## src/rtl/seg7_multi_display.sv

```systemverilog
// Multi-digit hex 7-segment driver: latched value, per-digit blink, leading-zero
// suppression, global enable. Define SEG7_SCAN_EN to add the multiplexed scan bus.
module seg7_multi_display #(
    parameter int NDIG      = 8,
    parameter int BLINK_DIV = 25000000,
    parameter int SCAN_DIV  = 50000
) (
    input  logic              clk,
    input  logic              clrn,
    input  logic [4*NDIG-1:0] data,
    input  logic              load,
    input  logic              en,
    input  logic              lz_en,
    input  logic [NDIG-1:0]   blink_mask,
    output logic [7*NDIG-1:0] seg,
    output logic              ack
`ifdef SEG7_SCAN_EN
    ,
    output logic [6:0]        seg_mux,
    output logic [NDIG-1:0]   an
`endif
);

    localparam int BW = (BLINK_DIV > 1) ? $clog2(BLINK_DIV) : 1;
    localparam logic [BW-1:0] BLINK_LAST = BW'(BLINK_DIV - 1);

    function automatic logic [6:0] hex_glyph(input logic [3:0] nib);
        case (nib)
            4'h0:    hex_glyph = 7'b0000001;
            4'h1:    hex_glyph = 7'b1001111;
            4'h2:    hex_glyph = 7'b0010010;
            4'h3:    hex_glyph = 7'b0000110;
            4'h4:    hex_glyph = 7'b1001100;
            4'h5:    hex_glyph = 7'b0100100;
            4'h6:    hex_glyph = 7'b0100000;
            4'h7:    hex_glyph = 7'b0001111;
            4'h8:    hex_glyph = 7'b0000000;
            4'h9:    hex_glyph = 7'b0000100;
            4'hA:    hex_glyph = 7'b0001000;
            4'hB:    hex_glyph = 7'b1100000;
            4'hC:    hex_glyph = 7'b0110001;
            4'hD:    hex_glyph = 7'b1000010;
            4'hE:    hex_glyph = 7'b0110000;
            4'hF:    hex_glyph = 7'b0111000;
            default: hex_glyph = 7'b1111111;
        endcase
    endfunction

    logic [4*NDIG-1:0] data_q, data_d;
    logic [7*NDIG-1:0] seg_q, seg_d;
    logic [BW-1:0]     blink_cnt_q, blink_cnt_d;
    logic              phase_q, phase_d;
    logic              ack_q, ack_d;
    logic              all_zero_s;
    logic [NDIG-1:0]   sup_s;
    logic [NDIG-1:0]   vis_s;

    // Next-state for the value register, ack pulse and blink timebase
    always_comb begin
        if (load) begin
            data_d = data;
        end else begin
            data_d = data_q;
        end
        ack_d = load;
        if (blink_cnt_q == BLINK_LAST) begin
            blink_cnt_d = {BW{1'b0}};
            phase_d     = ~phase_q;
        end else begin
            blink_cnt_d = blink_cnt_q + BW'(1);
            phase_d     = phase_q;
        end
    end

    // Glyph selection; the zero scan runs from the top digit so suppression stops at the first non-zero
    always_comb begin
        all_zero_s = 1'b1;
        sup_s      = {NDIG{1'b0}};
        vis_s      = {NDIG{1'b0}};
        seg_d      = {(7*NDIG){1'b1}};
        for (int i = NDIG - 1; i >= 0; i--) begin
            all_zero_s = all_zero_s & (data_q[4*i +: 4] == 4'h0);
            sup_s[i]   = lz_en & all_zero_s & (i != 0);
            vis_s[i]   = en & ~(blink_mask[i] & ~phase_q) & ~sup_s[i];
            if (vis_s[i]) begin
                seg_d[7*i +: 7] = hex_glyph(data_q[4*i +: 4]);
            end else begin
                seg_d[7*i +: 7] = 7'b1111111;
            end
        end
    end

    // Static display state registers
    always_ff @(posedge clk) begin
        if (!clrn) begin
            data_q      <= {(4*NDIG){1'b0}};
            seg_q       <= {(7*NDIG){1'b1}};
            blink_cnt_q <= {BW{1'b0}};
            phase_q     <= 1'b1;
            ack_q       <= 1'b0;
        end else begin
            data_q      <= data_d;
            seg_q       <= seg_d;
            blink_cnt_q <= blink_cnt_d;
            phase_q     <= phase_d;
            ack_q       <= ack_d;
        end
    end

    assign seg = seg_q;
    assign ack = ack_q;

`ifdef SEG7_SCAN_EN
    localparam int SW = (SCAN_DIV > 1) ? $clog2(SCAN_DIV) : 1;
    localparam int IW = (NDIG > 1) ? $clog2(NDIG) : 1;
    localparam logic [SW-1:0] SCAN_LAST = SW'(SCAN_DIV - 1);
    localparam logic [IW-1:0] IDX_LAST  = IW'(NDIG - 1);

    logic [SW-1:0]   scan_cnt_q, scan_cnt_d;
    logic [IW-1:0]   idx_q, idx_d;
    logic [NDIG-1:0] an_q, an_d;
    logic [6:0]      seg_mux_q, seg_mux_d;

    // Scan timebase and digit index; an/seg_mux are both taken from idx_q so they stay aligned
    always_comb begin
        if (scan_cnt_q == SCAN_LAST) begin
            scan_cnt_d = {SW{1'b0}};
            if (idx_q == IDX_LAST) begin
                idx_d = {IW{1'b0}};
            end else begin
                idx_d = idx_q + IW'(1);
            end
        end else begin
            scan_cnt_d = scan_cnt_q + SW'(1);
            idx_d      = idx_q;
        end
        an_d      = ~(NDIG'(1) << idx_q);
        seg_mux_d = seg_q[7*int'(idx_q) +: 7];
    end

    // Scan bus registers
    always_ff @(posedge clk) begin
        if (!clrn) begin
            scan_cnt_q <= {SW{1'b0}};
            idx_q      <= {IW{1'b0}};
            an_q       <= {NDIG{1'b1}};
            seg_mux_q  <= 7'b1111111;
        end else begin
            scan_cnt_q <= scan_cnt_d;
            idx_q      <= idx_d;
            an_q       <= an_d;
            seg_mux_q  <= seg_mux_d;
        end
    end

    assign an      = an_q;
    assign seg_mux = seg_mux_q;
`endif

endmodule

```

## config.mk

```make
export PLATFORM = sky130hd
export DESIGN_NAME = seg7_multi_display
export DESIGN_NICKNAME = d
export VERILOG_FILES = /design/src/rtl/seg7_multi_display.sv
export SDC_FILE = /design/constraint.sdc
export NUM_CORES = 1
export LEC_CHECK = 0
export ABC_AREA = 0
export ABC_CLOCK_PERIOD_IN_PS = 2300
export BUFFER_PORTS_ARGS = -buffer_cell sky130_fd_sc_hd__buf_2
export CAP_MARGIN = 20
export CORE_ASPECT_RATIO = 0.5
export CORE_MARGIN = 4
export CORE_UTILIZATION = 56
export DETAILED_ROUTE_END_ITERATION = 10
export GPL_TIMING_DRIVEN = 0
export PLACE_DENSITY = 0.88
export SLEW_MARGIN = 30
export SYNTH_ARGS = -nofsm -noshare
export SYNTH_HDL_FRONTEND = slang
export SYNTH_SLANG_ARGS = --single-unit
```

## constraint.sdc

```tcl
create_clock -name clk -period 2.3 [get_ports clk]
set_input_delay 0.115 -clock clk [delete_from_list [all_inputs] [get_ports clk]]
set_output_delay 0.115 -clock clk [all_outputs]
set_load 0.02 [all_outputs]
```

# Word level (Yosys, flattened, before mapping)
# Memories as Yosys holds them, arrays and structs flattened. A register that Yosys moved wholly into a read port is not among the register bits.
# Cells that the tools add are included.
dict set report totals {
  memories 8
  latch_bits 0
  ff_bits 59
  mem_bits_rw 0
  output_inout_bits 57
  word_cells 91
  rom_bits 896
}
# name words word_bits rd rd_ports_with_merged_regs write_ports line_no
set mem_list {}
lappend mem_list {{(name not given)} 16 7 1 1 0 28} ;# case (nib)
lappend mem_list {{(name not given)} 16 7 1 1 0 28}
lappend mem_list {{(name not given)} 16 7 1 1 0 28}
lappend mem_list {{(name not given)} 16 7 1 1 0 28}
lappend mem_list {{(name not given)} 16 7 1 1 0 28}
lappend mem_list {{(name not given)} 16 7 1 1 0 28}
lappend mem_list {{+2 memories} - - - - - -}
dict set report op_classes {
  multipliers 0
  n_shift 0
  div_mod_pow 0
  n_reduce_logical 24
  n_eq_ne 1
  addsub 1
  n_lt_le_gt_ge 0
  n_mux 0
  bitwise 53
}
# op n
set ops {}
lappend ops {{1-bit bitwise AND} 36}
lappend ops {{4-bit logical NOT} 7}
lappend ops {{25-bit by 1-bit adder with 25-bit output (second input constant)} 1}
lappend ops {{25-bit == test (second input constant)} 1}
lappend ops {{1-bit NOT} 17}
lappend ops {{2-bit AND reduction} 8}
lappend ops {{1-bit logical NOT} 8}
lappend ops {{2-bit OR reduction} 1}

# Logic depth before layout (Yosys ltp)
dict set report logic_depth {
  word_depth 12
  ltp_mapped 6
  mapped_depth_nobuf 6
}

# Worst setup path before layout
# No wires, ideal clock.
dict set report synth_timing {
  path_type {register to register}
  start {register data_q[24]}
  end {register seg_q[12], in the netlist seg[12]}
  period_less_slack_ps 1945
  path_slack_ps 355
  path_stages_with_launch 7
  required_time_ps 2231
  path_buffers 0
  t_arrival_ps 1877
  path_cell_list {dfxtp_1 -> inv_1 -> ha_1 -> or3b_2 -> nor4_2 -> nand4b_1 -> nand3b_1}
}
dict set report synth_via {
  elab_chain_cells 12
}
# item line_no
set synth_lines {}
lappend synth_lines {{start, declared} 49} ;# logic [4*NDIG-1:0] data_q, data_d;
lappend synth_lines {{start signal, assigned} 96} ;# data_q <= {(4*NDIG){1'b0}};
lappend synth_lines {{start signal, assigned} 102} ;# data_q <= data_d;
lappend synth_lines {{4-bit logical NOT} 82} ;# all_zero_s = all_zero_s & (data_q[4*i +: 4] == 4'h0);
lappend synth_lines {{1-bit bitwise AND (6 in a row)} 82}
lappend synth_lines {{1-bit bitwise AND} 83} ;# sup_s[i] = lz_en & all_zero_s & (i != 0);
lappend synth_lines {{1-bit NOT} 84} ;# vis_s[i] = en & ~(blink_mask[i] & ~phase_q) & ~sup_s[i];
lappend synth_lines {{1-bit bitwise AND} 84}
lappend synth_lines {{2-bit AND reduction (no line)} -}
lappend synth_lines {{1-bit logical NOT (no line)} -}
lappend synth_lines {{end, declared} 50} ;# logic [7*NDIG-1:0] seg_q, seg_d;
# Every way passes these cells.
# A chain may end at the register's enable or synchronous reset.

# Worst setup path in the final report
dict set report layout_timing {
  start {register data_q[16]}
  end {register seg_q[9], in the netlist seg[9]}
}
dict set report layout_via {
  elab_chain_cells 10
}
# item line_no
set layout_lines {}
lappend layout_lines {{4-bit logical NOT} 82}
lappend layout_lines {{1-bit bitwise AND (4 in a row)} 82}
lappend layout_lines {{1-bit bitwise AND} 83}
lappend layout_lines {{1-bit NOT} 84}
lappend layout_lines {{1-bit bitwise AND} 84}
lappend layout_lines {{2-bit AND reduction (no line)} -}
lappend layout_lines {{1-bit logical NOT (no line)} -}
# Every way passes these cells.

==> results.cfg <==
[run_status]
status = finished with violations
violations = hold timing

[worst_setup_path]
endpoint_kind = flop
cp.arrival_ps = 2500
r2r_setup_slack_ps = 160
crit_fanout = 7
critPathLaunchType = flop
worstPathRequired_ps = 2660
critPathKind = flop to flop

[sta]
rsz0062_at_grt = false
max_slew_margin_pct = 46.26
tightest_slew_ps = 806.1
max_freq_mhz = 468.1
worst_slack_ps = 163.9
fin_skew_ps = 9.745
hold_viol = 1
hold_slack_ps = -3.030
period_needed_ps = 2136
report.final.slew_viol_count = 0
setup_viol_count_final = 0
min_period_over_period_pct = 92.87

[floorplan]
die_y_um = 79.63
num_rows = 25
die_w_um = 151.3
initial_core_util_pct = 59.07
core_mm2 = 0.009728
io_pins = 102
die_area_mm2 = 0.01204

[placed_design]
routabilityCongestion = 0.9198
io_buffers = 99
placedCellCount = 867
place_hpwl_um = 9487
post-place-ws_ps = -25.37

[final_layout]
final_net_count = 867
drive_above_1_share_pct = 20.45
regArea_mm2 = 0.002302
area_growth_pct = 28.59
multi_input_area_mm2 = 0.003242
layoutNonFillerInstCount = 927
fill_cells = 642
antennaDiodeCount = 0
fin_util_pct = 75.96

[synth]
syn_area_per_cell_um2 = 9.079
synth.yosys.seq_area_share_pct = 40.06
syn_area_mm2 = 0.005747
async_reset_ff_share_pct = 0
synth_ff_type = dfxtp_1
synth_nets = 721
synth_edf_count = 0
yosys_warnings = 0
synth-seq-cells = 115
synthesis.instances = 633
ys_types = 50

[clocking]
cts.path.max_buffers = 2
cts.root.buffer_cell = clkbuf_16
clk_latency_ps = 420
htreeDepth = 4
cts_tree = built
cts_buffers = 17
clk_pin_slew_worst_paths_ps = 60
cts_sinks = 115

[route]
ant_nets = 0
remaining_drc_errors = 0
routed_via_density = 5.659
totalWireLength_um = 15060
wl_per_cell_um = 16.25
num_vias = 5246
drtIter0Drc = 364
firstDrtPassIters = 5

[power]
power.total_mw = 5.810
power_density_mw_per_mm2 = 786.2
leakage_nw = 2.936
peakVddDrop_mv = 0.4664

[global_route]
overflow = 0
grt_pass1_wl_um = 24520
antenna_found_initial = 0
grt.total_usage_pct = 25.82
grt_pass1_vias = 5060
grt_max_degree = 17

[hold_path]
hold_class = input pin to flop

[job]
cap_violations = 0
-- cells by family after synthesis --
| kind of cell | count (synthesis) | synth area share (%) |
|---|---|---|
| compound gates | 125 | 14.70 |
| xor+xnor | 11 | 1.676 |
| simple gates | 230 | 21.53 |
| fa+ha+maj | 43 | 9.362 |
| buf+inv | 63 | 4.289 |
| flops | 115 | 40.06 |
| mux | 46 | 8.382 |
-- through the flow --
| step | hold WS (ps) | setup TNS (ps) | instance area [um2] |
|---|---|---|---|
| final | -3.030 | 0 | 7390 |
| after global routing | 5.004 | 0 | 7390 |
| after CTS | 3.590 | -64.64 | 7346 |
| after detailed placement | 381.1 | -82.69 | 6411 |
| after global placement | 372.0 | 0 | 6411 |
| after floorplan | 284.5 | 0 | 5747 |
-- critical path, cell delays in order, from the launching register on --
cell	delay (ps)
dfxtp_1	360
inv_1	140
ha_1	220
or3b_2	500
nor4_4	440
nand4b_1	150
buf_4	190
nand3b_1	80
-- state kept, by name, summed over array words and instances, names as in the netlist --
register     flops
phase_q          1
data_q          32
blink_cnt_q     25
seg             56
ack              1
-- timing repair --
item                       in CTS  in global routing
hold buffers                   27                  0
resized for setup               0                  8
setup endpoints to repair       6                 51
pin swaps                       1                  1
hold endpoints to repair       27                  0
setup buffers                   1                  0
-- path summary, 6_finish.rpt --
path,start,endpoint,depth (start not counted)
setup / recovery,data_q[16]$_SDFFE_PN0P_,seg[9]$_SDFF_PN1_,7
hold / removal,blink_mask[5],seg[40]$_SDFF_PN1_,3
setup reg to reg,data_q[16]$_SDFFE_PN0P_,seg[9]$_SDFF_PN1_,7
hold reg to reg,blink_cnt_q[0]$_SDFF_PP0_,blink_cnt_q[0]$_SDFF_PP0_,1
-- cell type report --
type / count / area share (%)
plain buffers: 32 / 1.761
repair buffers: 127 / 10.46
inverters: 31 / 1.575
multi-input cells: 455 / 43.87
clock inverters: 15 / 3.132
flip-flops and latches: 115 / 31.15
well taps: 135 / 2.286
clock buffers: 17 / 5.757
-- power breakdown --
group	switching, mW	internal (mW)	leakage [nW]
Clock	0.993	1.93	0.314
Combinational	0.422	0.291	1.67
Sequential	0.0729	2.10	0.947
-- layout by cell type (no fill, tap or decap), types with 7 or more instances in the layout --
| master | n |
|---|---|
| nand4_1 | 12 |
| dfxtp_1 | 115 |
| nor2_1 | 40 |
| buf_2 | 101 |
| dlygate4sd3_1 | 27 |
| nor2b_1 | 38 |
| nand3b_1 | 7 |
| mux2i_1 | 38 |
| o211ai_1 | 22 |
| clkbuf_16 | 17 |
| inv_1 | 31 |
| clkbuf_1 | 28 |
| a21oi_1 | 18 |
| o311ai_0 | 16 |
| nand2_1 | 54 |
| nand3_1 | 22 |
| xor2_1 | 11 |
| ha_1 | 43 |
| o21ai_0 | 35 |
| nand2b_1 | 14 |
| mux2_2 | 7 |
| o31ai_1 | 7 |
-- synth_stat cells (5+ instances only) --
master	n	share of area, %
dfxtp_1	115	40
nand2_1	54	3.5
ha_1	43	9.4
nor2_1	40	2.6
mux2i_1	38	6.6
nor2b_1	38	4.1
o21ai_0	35	3.0
inv_1	31	2.0
clkbuf_1	28	1.8
nand3_1	23	2.0
o211ai_1	22	2.9
a21oi_1	18	1.6
o311ai_0	17	2.6
nand2b_1	14	1.5
nand4_1	12	1.3
xor2_1	11	1.7
mux2_2	7	1.4
nand3b_1	7	0.91
o31ai_1	7	0.91
a211oi_1	6	0.78
a32oi_1	6	0.91
or4_1	6	0.78
and3_1	5	0.54
-- per-layer routing --
| layer | track usage, % | part of all wire [%] | wire length, um |
|---|---|---|---|
| met1 | 29.95 | 42 | 6310 |
| met2 | 46.13 | 50 | 7501 |
| met3 | 5.729 | 5.9 | 883 |
| met4 | 10.85 | 2.4 | 366 |
| met5 | 0 | 0 | 0 |
Power figures use the tool's default switching activity.
